<file path="src/rtl/seq_mac_arbiter.sv">
// seq_mac_arbiter: round-robin sharing of one pipelined seq_MAC between NUM_REQ requesters.
// An in-order ID FIFO remembers who issued each job so results are steered back to that requester.
module seq_mac_arbiter #(
    parameter int unsigned NUM_REQ   = 4,
    parameter int unsigned M         = 1,
    parameter int unsigned N         = 1,
    parameter int unsigned K         = 1,
    parameter int unsigned MAX_WIDTH = 16,
    parameter int unsigned MAX_OUTST = 4
) (
    input  logic                              clk_i,
    input  logic                              rst_i,
    input  logic [NUM_REQ-1:0]                req_valid_i,
    output logic [NUM_REQ-1:0]                req_ready_o,
    input  logic [NUM_REQ*M*K*MAX_WIDTH-1:0]  req_a_i,
    input  logic [NUM_REQ*K*N*MAX_WIDTH-1:0]  req_b_i,
    input  logic [NUM_REQ*M*N*32-1:0]         req_c_i,
    input  logic [NUM_REQ*5-1:0]              req_bsa_i,
    input  logic [NUM_REQ*5-1:0]              req_bsb_i,
    output logic [NUM_REQ-1:0]                rsp_valid_o,
    input  logic [NUM_REQ-1:0]                rsp_ready_i,
    output logic [M*N*32-1:0]                 rsp_d_o,
    output logic                              mac_valid_o,
    input  logic                              mac_ready_i,
    output logic [M*K*MAX_WIDTH-1:0]          mac_a_o,
    output logic [K*N*MAX_WIDTH-1:0]          mac_b_o,
    output logic [M*N*32-1:0]                 mac_c_o,
    output logic [4:0]                        mac_bsa_o,
    output logic [4:0]                        mac_bsb_o,
    input  logic                              mac_valid_i,
    output logic                              mac_ready_o,
    input  logic [M*N*32-1:0]                 mac_d_i,
    output logic [$clog2(MAX_OUTST):0]        outstanding_o
);

    localparam int unsigned AW  = M * K * MAX_WIDTH;
    localparam int unsigned BW  = K * N * MAX_WIDTH;
    localparam int unsigned CW  = M * N * 32;
    localparam int unsigned IW  = $clog2(NUM_REQ);
    localparam int unsigned IW1 = IW + 1;
    localparam int unsigned PW  = (MAX_OUTST > 1) ? $clog2(MAX_OUTST) : 1;
    localparam int unsigned OW  = $clog2(MAX_OUTST) + 1;

    typedef enum logic {
        IDLE,
        LOCKED
    } state_t;

    state_t          state_q;
    logic [IW-1:0]   lock_idx_q;
    logic [IW-1:0]   rr_ptr_q;
    logic [IW-1:0]   rr_ptr_d;
    logic [IW-1:0]   fifo_q [MAX_OUTST];
    logic [PW-1:0]   wr_ptr_q;
    logic [PW-1:0]   rd_ptr_q;
    logic [OW-1:0]   count_q;
    logic [OW-1:0]   count_d;

    logic            grant_vld;
    logic [IW-1:0]   grant_idx;
    logic [IW:0]     cand_sum;
    logic [IW-1:0]   head_id;
    logic            fifo_full;
    logic            fifo_empty;
    logic            push;
    logic            pop;

    function automatic logic [PW-1:0] wrap_inc(input logic [PW-1:0] p);
        return (p == PW'(MAX_OUTST - 1)) ? '0 : p + 1'b1;
    endfunction

    assign fifo_full  = (count_q == OW'(MAX_OUTST));
    assign fifo_empty = (count_q == '0);
    assign head_id    = fifo_q[rd_ptr_q];

    // A LOCKED grant ignores new requests so mac_* data stays stable while the MAC stalls.
    always_comb begin
        grant_vld = 1'b0;
        grant_idx = lock_idx_q;
        cand_sum  = '0;
        if (state_q == LOCKED) begin
            grant_vld = ~fifo_full;
        end else if (!fifo_full) begin
            for (int unsigned i = 0; i < NUM_REQ; i++) begin
                cand_sum = {1'b0, rr_ptr_q} + IW1'(i);
                if (cand_sum >= IW1'(NUM_REQ)) begin
                    cand_sum = cand_sum - IW1'(NUM_REQ);
                end
                if (!grant_vld && req_valid_i[cand_sum[IW-1:0]]) begin
                    grant_vld = 1'b1;
                    grant_idx = cand_sum[IW-1:0];
                end
            end
        end
    end

    assign push = grant_vld & mac_ready_i & ~rst_i;
    assign pop  = mac_valid_i & mac_ready_o;

    assign rr_ptr_d = (grant_idx == IW'(NUM_REQ - 1)) ? '0 : grant_idx + 1'b1;

    always_comb begin
        count_d = count_q;
        if (push && !pop) begin
            count_d = count_q + 1'b1;
        end else if (pop && !push) begin
            count_d = count_q - 1'b1;
        end
    end

    assign mac_valid_o = grant_vld & ~rst_i;
    assign mac_a_o     = rst_i ? '0 : req_a_i[grant_idx*AW +: AW];
    assign mac_b_o     = rst_i ? '0 : req_b_i[grant_idx*BW +: BW];
    assign mac_c_o     = rst_i ? '0 : req_c_i[grant_idx*CW +: CW];
    assign mac_bsa_o   = rst_i ? '0 : req_bsa_i[grant_idx*5 +: 5];
    assign mac_bsb_o   = rst_i ? '0 : req_bsb_i[grant_idx*5 +: 5];

    always_comb begin
        req_ready_o = '0;
        if (push) begin
            req_ready_o[grant_idx] = 1'b1;
        end
    end

    assign mac_ready_o   = ~rst_i & ~fifo_empty & rsp_ready_i[head_id];
    assign rsp_d_o       = rst_i ? '0 : mac_d_i;
    assign outstanding_o = rst_i ? '0 : count_q;

    always_comb begin
        rsp_valid_o = '0;
        if (!rst_i && !fifo_empty && mac_valid_i) begin
            rsp_valid_o[head_id] = 1'b1;
        end
    end

    always_ff @(posedge clk_i) begin
        if (rst_i) begin
            state_q    <= IDLE;
            lock_idx_q <= '0;
            rr_ptr_q   <= '0;
            wr_ptr_q   <= '0;
            rd_ptr_q   <= '0;
            count_q    <= '0;
        end else begin
            if (push) begin
                state_q          <= IDLE;
                rr_ptr_q         <= rr_ptr_d;
                fifo_q[wr_ptr_q] <= grant_idx;
                wr_ptr_q         <= wrap_inc(wr_ptr_q);
            end else if (mac_valid_o) begin
                state_q    <= LOCKED;
                lock_idx_q <= grant_idx;
            end
            if (pop) begin
                rd_ptr_q <= wrap_inc(rd_ptr_q);
            end
            count_q <= count_d;
        end
    end

    // A MAC result with no job on record means the MAC and arbiter disagree on what is in flight.
    always_ff @(posedge clk_i) begin
        if (!rst_i) begin
            assert (!(mac_valid_i && fifo_empty));
        end
    end

endmodule

</file>
<file path="config.mk">
export PLATFORM = sky130hd
export DESIGN_NAME = seq_mac_arbiter
export DESIGN_NICKNAME = d
export VERILOG_FILES = /design/src/rtl/seq_mac_arbiter.sv
export SDC_FILE = /design/constraint.sdc
export NUM_CORES = 1
export LEC_CHECK = 0
export CAP_MARGIN = 25
export CELL_PAD_IN_SITES_DETAIL_PLACEMENT = 1
export CELL_PAD_IN_SITES_GLOBAL_PLACEMENT = 1
export CORE_AREA = 2 2 176 178
export CTS_BUF_LIST = sky130_fd_sc_hd__clkbuf_8
export CTS_CLUSTER_DIAMETER = 50
export DETAILED_ROUTE_END_ITERATION = 10
export DIE_AREA = 0 0 178 180
export GPL_TIMING_DRIVEN = 1
export PLACE_DENSITY = 0.91
export RECOVER_POWER = 25
export SETUP_SLACK_MARGIN = 0.3
export SYNTH_ARGS = -nofsm -noshare
export SYNTH_HDL_FRONTEND = slang
export SYNTH_SLANG_ARGS = --single-unit
</file>
<file path="constraint.sdc">
create_clock -name clk_i -period 3.7 [get_ports clk_i]
set_clock_uncertainty 0.15 [all_clocks]
set_input_delay 0.555 -clock clk_i [delete_from_list [all_inputs] [get_ports clk_i]]
set_output_delay 0.555 -clock clk_i [all_outputs]
set_load 0.1 [all_outputs]
</file>
==> out/metrics.cfg, run 1 <==
[routing]
drt_iter0_markers=543
vias_per_cell=5.49
wl_per_cell_um=23.6
drt_pass1_iterations=5
drc=0
antenna_left=0
drt_wl_total_um=44400
num_vias=10300

[sta]
finalCriticalPeriod_ns=3.42
finalSetupViolCount=0
finalSetupTns_ns=0
fmax_mhz=292
relSlewSlack_pct=18.8
hold_viol=0
report.final.slew_viol_count=0
worstMarginPinSlew_ns=1.22
post-route-period-util_pct=92.5
rsz0062_at_grt=true

[layout]
seqCellArea_sq_um=527
fin_nets=1831
fillers=3550
multiInputGateArea_sq_um=6190
drive_gt1_share_pct=24.6
area_growth_pct=116
fin_area_sq_um=14000

[global_routing]
grtUsageTotal_pct=25.6
grt_pass1_vias=11100
grt_pass1_wl_um=64400
antenna_found_initial=2
grt_overflow_total=0
grt_max_degree=102

[yosys]
synth_fp_nets=1386
synth-edff-count=8
synth_seq_cells=22
synth.largest_area_cell=nor2_1
yosys_warnings=0
ys_types=50
yosysMostFrequentCell=nor2_1
syn-cell-area_sq_um=6470
synthTopCellsByCount=nor2_1 (234), a21oi_1 (151), mux2i_1 (78), o21ai_0 (77)
syn_inst=1035
postSynth.asyncResetShare_pct=0
synthTopCellsByArea=nor2_1 (14%), mux2i_1 (12%), a21oi_1 (12%), o221ai_1 (10%), a21o_1 (8.8%)
synth-seq-area-share_pct=8.05
yosysTopAreaCellShare_pct=13.6
avgSynthCellArea_sq_um=6.25
synth_flop_cell=dfxtp_1

[placed_design]
placed_cell_area_sq_um=13100
gp_congestion=0.875
io_buffers=458
dpl.hpwl_um=31200

[critical_path]
crit_type=in2out
end_kind=primary output
critPathArrivalTime_ns=2.72
cp_max_fo=35
cp.required_ns=2.99
critPathLaunchType=input port

[clock_network]
cts.sinks=22
cts_tree=done
cts.path.max_buffers=2
cts_made_buffers=3
hold_buffers=0
htreeDepth=1
clk-insertion-delay-late_ns=0.28
cts_root_buffer=clkbuf_8
path_clk_slew_ns=0.08

[outcome]
status=finished clean

[power]
max-vdd-ir-drop_v=0.000389
leakagePower_uw=0.00524
power_density_nw_per_um2=606

[floorplanning]
std_cell_rows=64
ioPinCount=459
die_area_sq_um=32000
coreArea_sq_um=30200
die_x_um=178
fp.dieH_um=180
start_util_pct=21.4

[job]
cap_violations=0

[worst_hold_path]
hold_path_class=reg2reg

==> cell type report <==
cell class / instances / share of cell area (%)
diodes: 2 / 0.0358
clock buffers: 3 / 0.295
clock inverters: 1 / 0.215
inverters: 8 / 0.215
multi-input cells: 879 / 44.3
flip-flops and latches: 22 / 3.77
well taps: 396 / 3.54
repair buffers: 566 / 47.6
==> cells by family (layout without fill, tap and decap cells) <==
logic type      count (synthesis)  count (layout)  share of synthesized area (%)
flops                          22              22                           8.05
fa+ha+maj                      11              11                           2.24
mux                            81              81                           13.1
xor+xnor                        2               2                          0.271
other cells                     0               2                              0
simple gates                  384             384                           27.0
buf+inv                       134             578                           9.77
compound gates                401             401                           39.6
==> per-layer routing <==
layer,track usage [%],up-vias,part of all wire (%)
li1,-,4654,-
met5,0,-,0
met1,28.8,5078,38
met2,46.9,455,51
met3,4.17,126,6.4
met4,10.8,0,4.7
==> path summary, 6_finish.rpt <==
path	startpoint	to	slack (ns)	cells past startpoint
worst max-delay path	req_valid_i[3]	mac_b_o[2]	0.28	9
worst min-delay path	wr_ptr_q[1]	wr_ptr_q[1]	0.42	1
worst max register to register	register	count_q[2]	0.50	9
worst min register to register	wr_ptr_q[1]	wr_ptr_q[1]	0.42	1
==> cells in the final DEF (no fill, tap or decap), types with 3 or more instances in the layout <==
master / n
a21o_1: 75
a21oi_1: 149
a22o_1: 4
and3_1: 5
and3_2: 4
buf_12: 113
buf_16: 6
buf_4: 62
buf_6: 10
clkbuf_1: 10
clkbuf_16: 3
clkbuf_2: 20
clkbuf_8: 3
clkdlybuf4s50_1: 334
dfxtp_1: 11
edfxtp_1: 8
ha_1: 9
inv_1: 6
mux2i_1: 3
mux2i_2: 44
mux2i_4: 31
mux4_2: 3
nand2_1: 5
nand3_1: 74
nor2_1: 232
nor2b_1: 37
o21ai_0: 74
o21ai_1: 3
o221ai_1: 47
o221ai_2: 29
==> stage by stage <==
step | cells | utilization, % | setup WS (ns) | hold WS (ns) | total power (uW)
after detailed placement | 1835 | 43.4 | -0.112 | 0.385 | 7580
after global routing | 1877 | 46.3 | 0.187 | 0.440 | 8780
after CTS | 1863 | 45.8 | 0.270 | 0.406 | 8320
after floorplan | 1035 | - | 0.0265 | 0.313 | 4750
final | 1877 | 46.3 | 0.277 | 0.419 | 8480
after global placement | 1835 | 43.4 | -0.0342 | 0.332 | 7420
==> sequential cells by signal, summed over array words and instances, names as in the netlist, named ones only <==
signal / count
fifo_q: 8
count_q: 3
state_q: 1
wr_ptr_q: 2
lock_idx_q: 2
rd_ptr_q: 2
rr_ptr_q: 2
==> power breakdown <==
group | internal (uW) | total (uW) | leakage (uW) | switching (uW)
combinational | 3160 | 7890 | 0.00501 | 4740
sequential | 290 | 344 | 0.000190 | 53.4
clock | 145 | 238 | 0.0000357 | 92.7
==> critical path: stages <==
cell and delay (ns):
clkdlybuf4s25_1 0.28, and2b_2 0.28, a2bb2oi_4 0.23, a21o_4 0.23
buf_6 0.30, nand3_1 0.20, a21o_1 0.20, mux2i_2 0.20
buf_12 0.21
==> timing repair <==
item	4_1_cts	5_1_grt
pin swaps	6	7
gates resized for setup	64	31
cloned	6	3
buffers inserted	18	9
endpoints found under the setup margin	78	78
Note: power is estimated with default switching activity, not from simulation.
==> inputs of run 2 (changes only) <==
--- a/config.mk
+++ b/config.mk
@@ -8,15 +8,16 @@
 export CAP_MARGIN = 25
 export CELL_PAD_IN_SITES_DETAIL_PLACEMENT = 1
 export CELL_PAD_IN_SITES_GLOBAL_PLACEMENT = 1
-export CORE_AREA = 2 2 176 178
+export CORE_ASPECT_RATIO = 0.7
+export CORE_UTILIZATION = 23
 export CTS_BUF_LIST = sky130_fd_sc_hd__clkbuf_8
 export CTS_CLUSTER_DIAMETER = 50
 export DETAILED_ROUTE_END_ITERATION = 10
-export DIE_AREA = 0 0 178 180
 export GPL_TIMING_DRIVEN = 1
-export PLACE_DENSITY = 0.91
+export PLACE_DENSITY = 0.95
 export RECOVER_POWER = 25
 export SETUP_SLACK_MARGIN = 0.3
+export SKIP_CTS_REPAIR_TIMING = 1
 export SYNTH_ARGS = -nofsm -noshare
 export SYNTH_HDL_FRONTEND = slang
 export SYNTH_SLANG_ARGS = --single-unit
==> run 2 against run 1 <==
Via count is 1.4% lower. Sequential cell count did not move. Worst setup slack worse by 0.18 ns. Register-to-register slack improved by 0.02 ns. Hold slack lost 0.041 ns. Die area down 10%. Combinational power shrank 5.6%. Cell area decreased by 4.7%. Sequential power about the same. Largest power group unchanged. Utilization rose by 2.8 points. Wire length down 6.6%. Final cell count shrank 2.9%.
==> out/metrics.cfg, run 2 (synthesis gave the netlist of run 1 again) <==
[sta]
worstMarginPinSlew_ns=1.27  ; was 1.22 ns
rsz0062_at_grt=true  ; unchanged
finalCriticalPeriod_ns=3.60  ; was 3.42 ns
finalSetupViolCount=0  ; unchanged
finalSetupTns_ns=0  ; unchanged
report.final.slew_viol_count=0  ; unchanged
hold_viol=0  ; unchanged
fmax_mhz=278  ; was 292 MHz
post-route-period-util_pct=97.3  ; was 92.5%
relSlewSlack_pct=15.2  ; was 18.8%

[global_routing]
grt_pass1_wl_um=59600  ; was 64400 um
grt_max_degree=63  ; was 102
grt_pass1_vias=10700  ; was 11100
antenna_found_initial=3  ; was 2
grtUsageTotal_pct=25.9  ; was 25.6%
grt_overflow_total=0  ; unchanged

[critical_path]
cp.required_ns=2.99  ; about the same
end_kind=primary output  ; unchanged
critPathArrivalTime_ns=2.90  ; was 2.72 ns
critPathLaunchType=input port  ; unchanged
cp-startpoint=req_valid_i[0]  ; was req_valid_i[3]
reg2reg_depth=9  ; unchanged
r2r_slack_ns=0.52  ; was 0.50 ns
cp_max_fo=9  ; was 35
reg2reg_to=count_q[2]  ; unchanged
crit_type=in2out  ; unchanged

[layout]
fin_nets=1808  ; was 1831
area_growth_pct=106  ; was 116%
top_regs=fifo_q (8), count_q (3)  ; unchanged
layout_common_cells=clkdlybuf4s50_1 (334), nor2_1 (234), a21oi_1 (151)  ; was clkdlybuf4s50_1 (334), nor2_1 (232), a21oi_1 (149)
largest-register=fifo_q  ; unchanged
final_common_cell=clkdlybuf4s50_1  ; unchanged
drive_gt1_share_pct=21.2  ; was 24.6%
stdcell_count=1822  ; was 1877
largest_register_ffs=8  ; unchanged

[routing]
drt_pass1_iterations=5  ; unchanged
drc=0  ; unchanged
vias_per_cell=5.58  ; was 5.49
drt_wl_total_um=41400  ; was 44400 um
num_vias=10200  ; was 10300
drt_iter0_markers=601  ; was 543
wl_per_cell_um=22.7  ; was 23.6 um
antenna_left=0  ; unchanged

[clock_network]
cts_tree=done  ; unchanged
cts.sinks=22  ; unchanged
path_clk_slew_ns=0.09  ; was 0.08 ns
cts_made_buffers=3  ; unchanged
cts_root_buffer=clkbuf_8  ; unchanged
cts.path.max_buffers=2  ; unchanged
htreeDepth=1  ; unchanged
clk-insertion-delay-late_ns=0.28  ; about the same

[worst_hold_path]
hp-start=rd_ptr_q[0]  ; was wr_ptr_q[1]
hold_end=rd_ptr_q[0]  ; was wr_ptr_q[1]
whs_path_depth=2  ; was 1
hold_path_class=reg2reg  ; unchanged

[floorplanning]
std_cell_rows=50  ; was 64
die_area_sq_um=28800  ; was 32000 sq um
ioPinCount=459  ; unchanged
start_util_pct=23.8  ; was 21.4%
coreArea_sq_um=27200  ; was 30200 sq um
fp.dieH_um=142  ; was 180 um
die_x_um=202  ; was 178 um

[power]
power_density_nw_per_um2=602  ; was 606 nW/um^2
max-vdd-ir-drop_v=0.000322  ; was 0.000389 V
leakagePower_uw=0.00505  ; was 0.00524 uW
swShare_pct=58.4  ; was 57.6%
switching_power_uw=4690  ; was 4880 uW
pwr-share-seq_pct=4.3  ; was 4.1%
p_comb_share_pct=92.8  ; was 93.1%
intPower_uw=3340  ; was 3590 uW
clkPwrFrac_pct=2.9  ; was 2.8%

[outcome]
status=finished clean  ; unchanged

[job]
cap_violations=0  ; unchanged

[placed_design]
gp_congestion=0.872  ; was 0.875
place_inst=1800  ; was 1835
io_buffers=458  ; unchanged
dpl.hpwl_um=30800  ; was 31200 um

[run 2: worst max-delay path by stage]
| stage | endpoint | slack (ns) | cells after the start |
|---|---|---|---|
| floorplan | mac_bsa_o[0] | 0.03 | 10 |
| global placement | mac_a_o[15] | -0.02 | 9 |
| detailed placement | mac_a_o[15] | -0.11 | 9 |
| CTS | mac_a_o[15] | -0.11 | 9 |
| global route | mac_b_o[3] | 0.02 | 14 |
| finish | mac_b_o[3] | 0.1 | 14 |
[run 2: power groups by stage]
stage | clock network, uW | logic [uW] | registers [uW]
after floorplan | 0 | 4430 | 315
after global routing | 246 | 7730 | 347
after global placement | 0 | 7000 | 339
after CTS | 236 | 7180 | 338
final | 233 | 7450 | 344
after detailed placement | 0 | 7170 | 343
[run 2: area by class of cell]
class / count / area, sq um
Clock buffer: 3 / 41.3
Sequential cell: 22 / 526
Timing Repair Buffer: 542 / 6380
Multi-Input combinational cell: 880 / 5860
Fill cell: 3214 / 13800
Tap cell: 364 / 455
Antenna cell: 2 / 5.00
Inverter: 8 / 30.0
Clock inverter: 1 / 30.0
[run 2: worst max-delay path, stage by stage]
cell and delay, ns:
clkbuf_4 0.14, clkbuf_1 0.16, nor4_4 0.06, clkbuf_1 0.16, clkbuf_1 0.18, o31ai_4 0.25, buf_4 0.18, buf_12 0.17
buf_16 0.14, nor2_1 0.05, nor2_1 0.11, o221ai_1 0.22, mux2i_2 0.31, buf_12 0.22
[run 2: layer usage]
metal  part of all wire (%)  up-vias  global-route usage, %
met2                     51      417                   47.5
li1                       -     4616                      -
met4                    2.3        0                   8.27
met1                     41     5063                   30.5
met5                      0        -                      0
met3                    6.1       74                   4.62
[run 2: per-stage QoR]
stage | instance area [sq um] | power (uW) | hold WS, ns | setup slack, ns | utilization [%]
after floorplan | 6930 | 4750 | 0.313 | 0.0265 | -
after global placement | 13000 | 7340 | 0.328 | -0.0238 | 47.8
final | 13300 | 8030 | 0.378 | 0.0984 | 49.1
after global routing | 13300 | 8320 | 0.385 | 0.0236 | 49.1
after CTS | 13000 | 7760 | 0.367 | -0.108 | 48.1
after detailed placement | 13000 | 7510 | 0.350 | -0.109 | 47.8
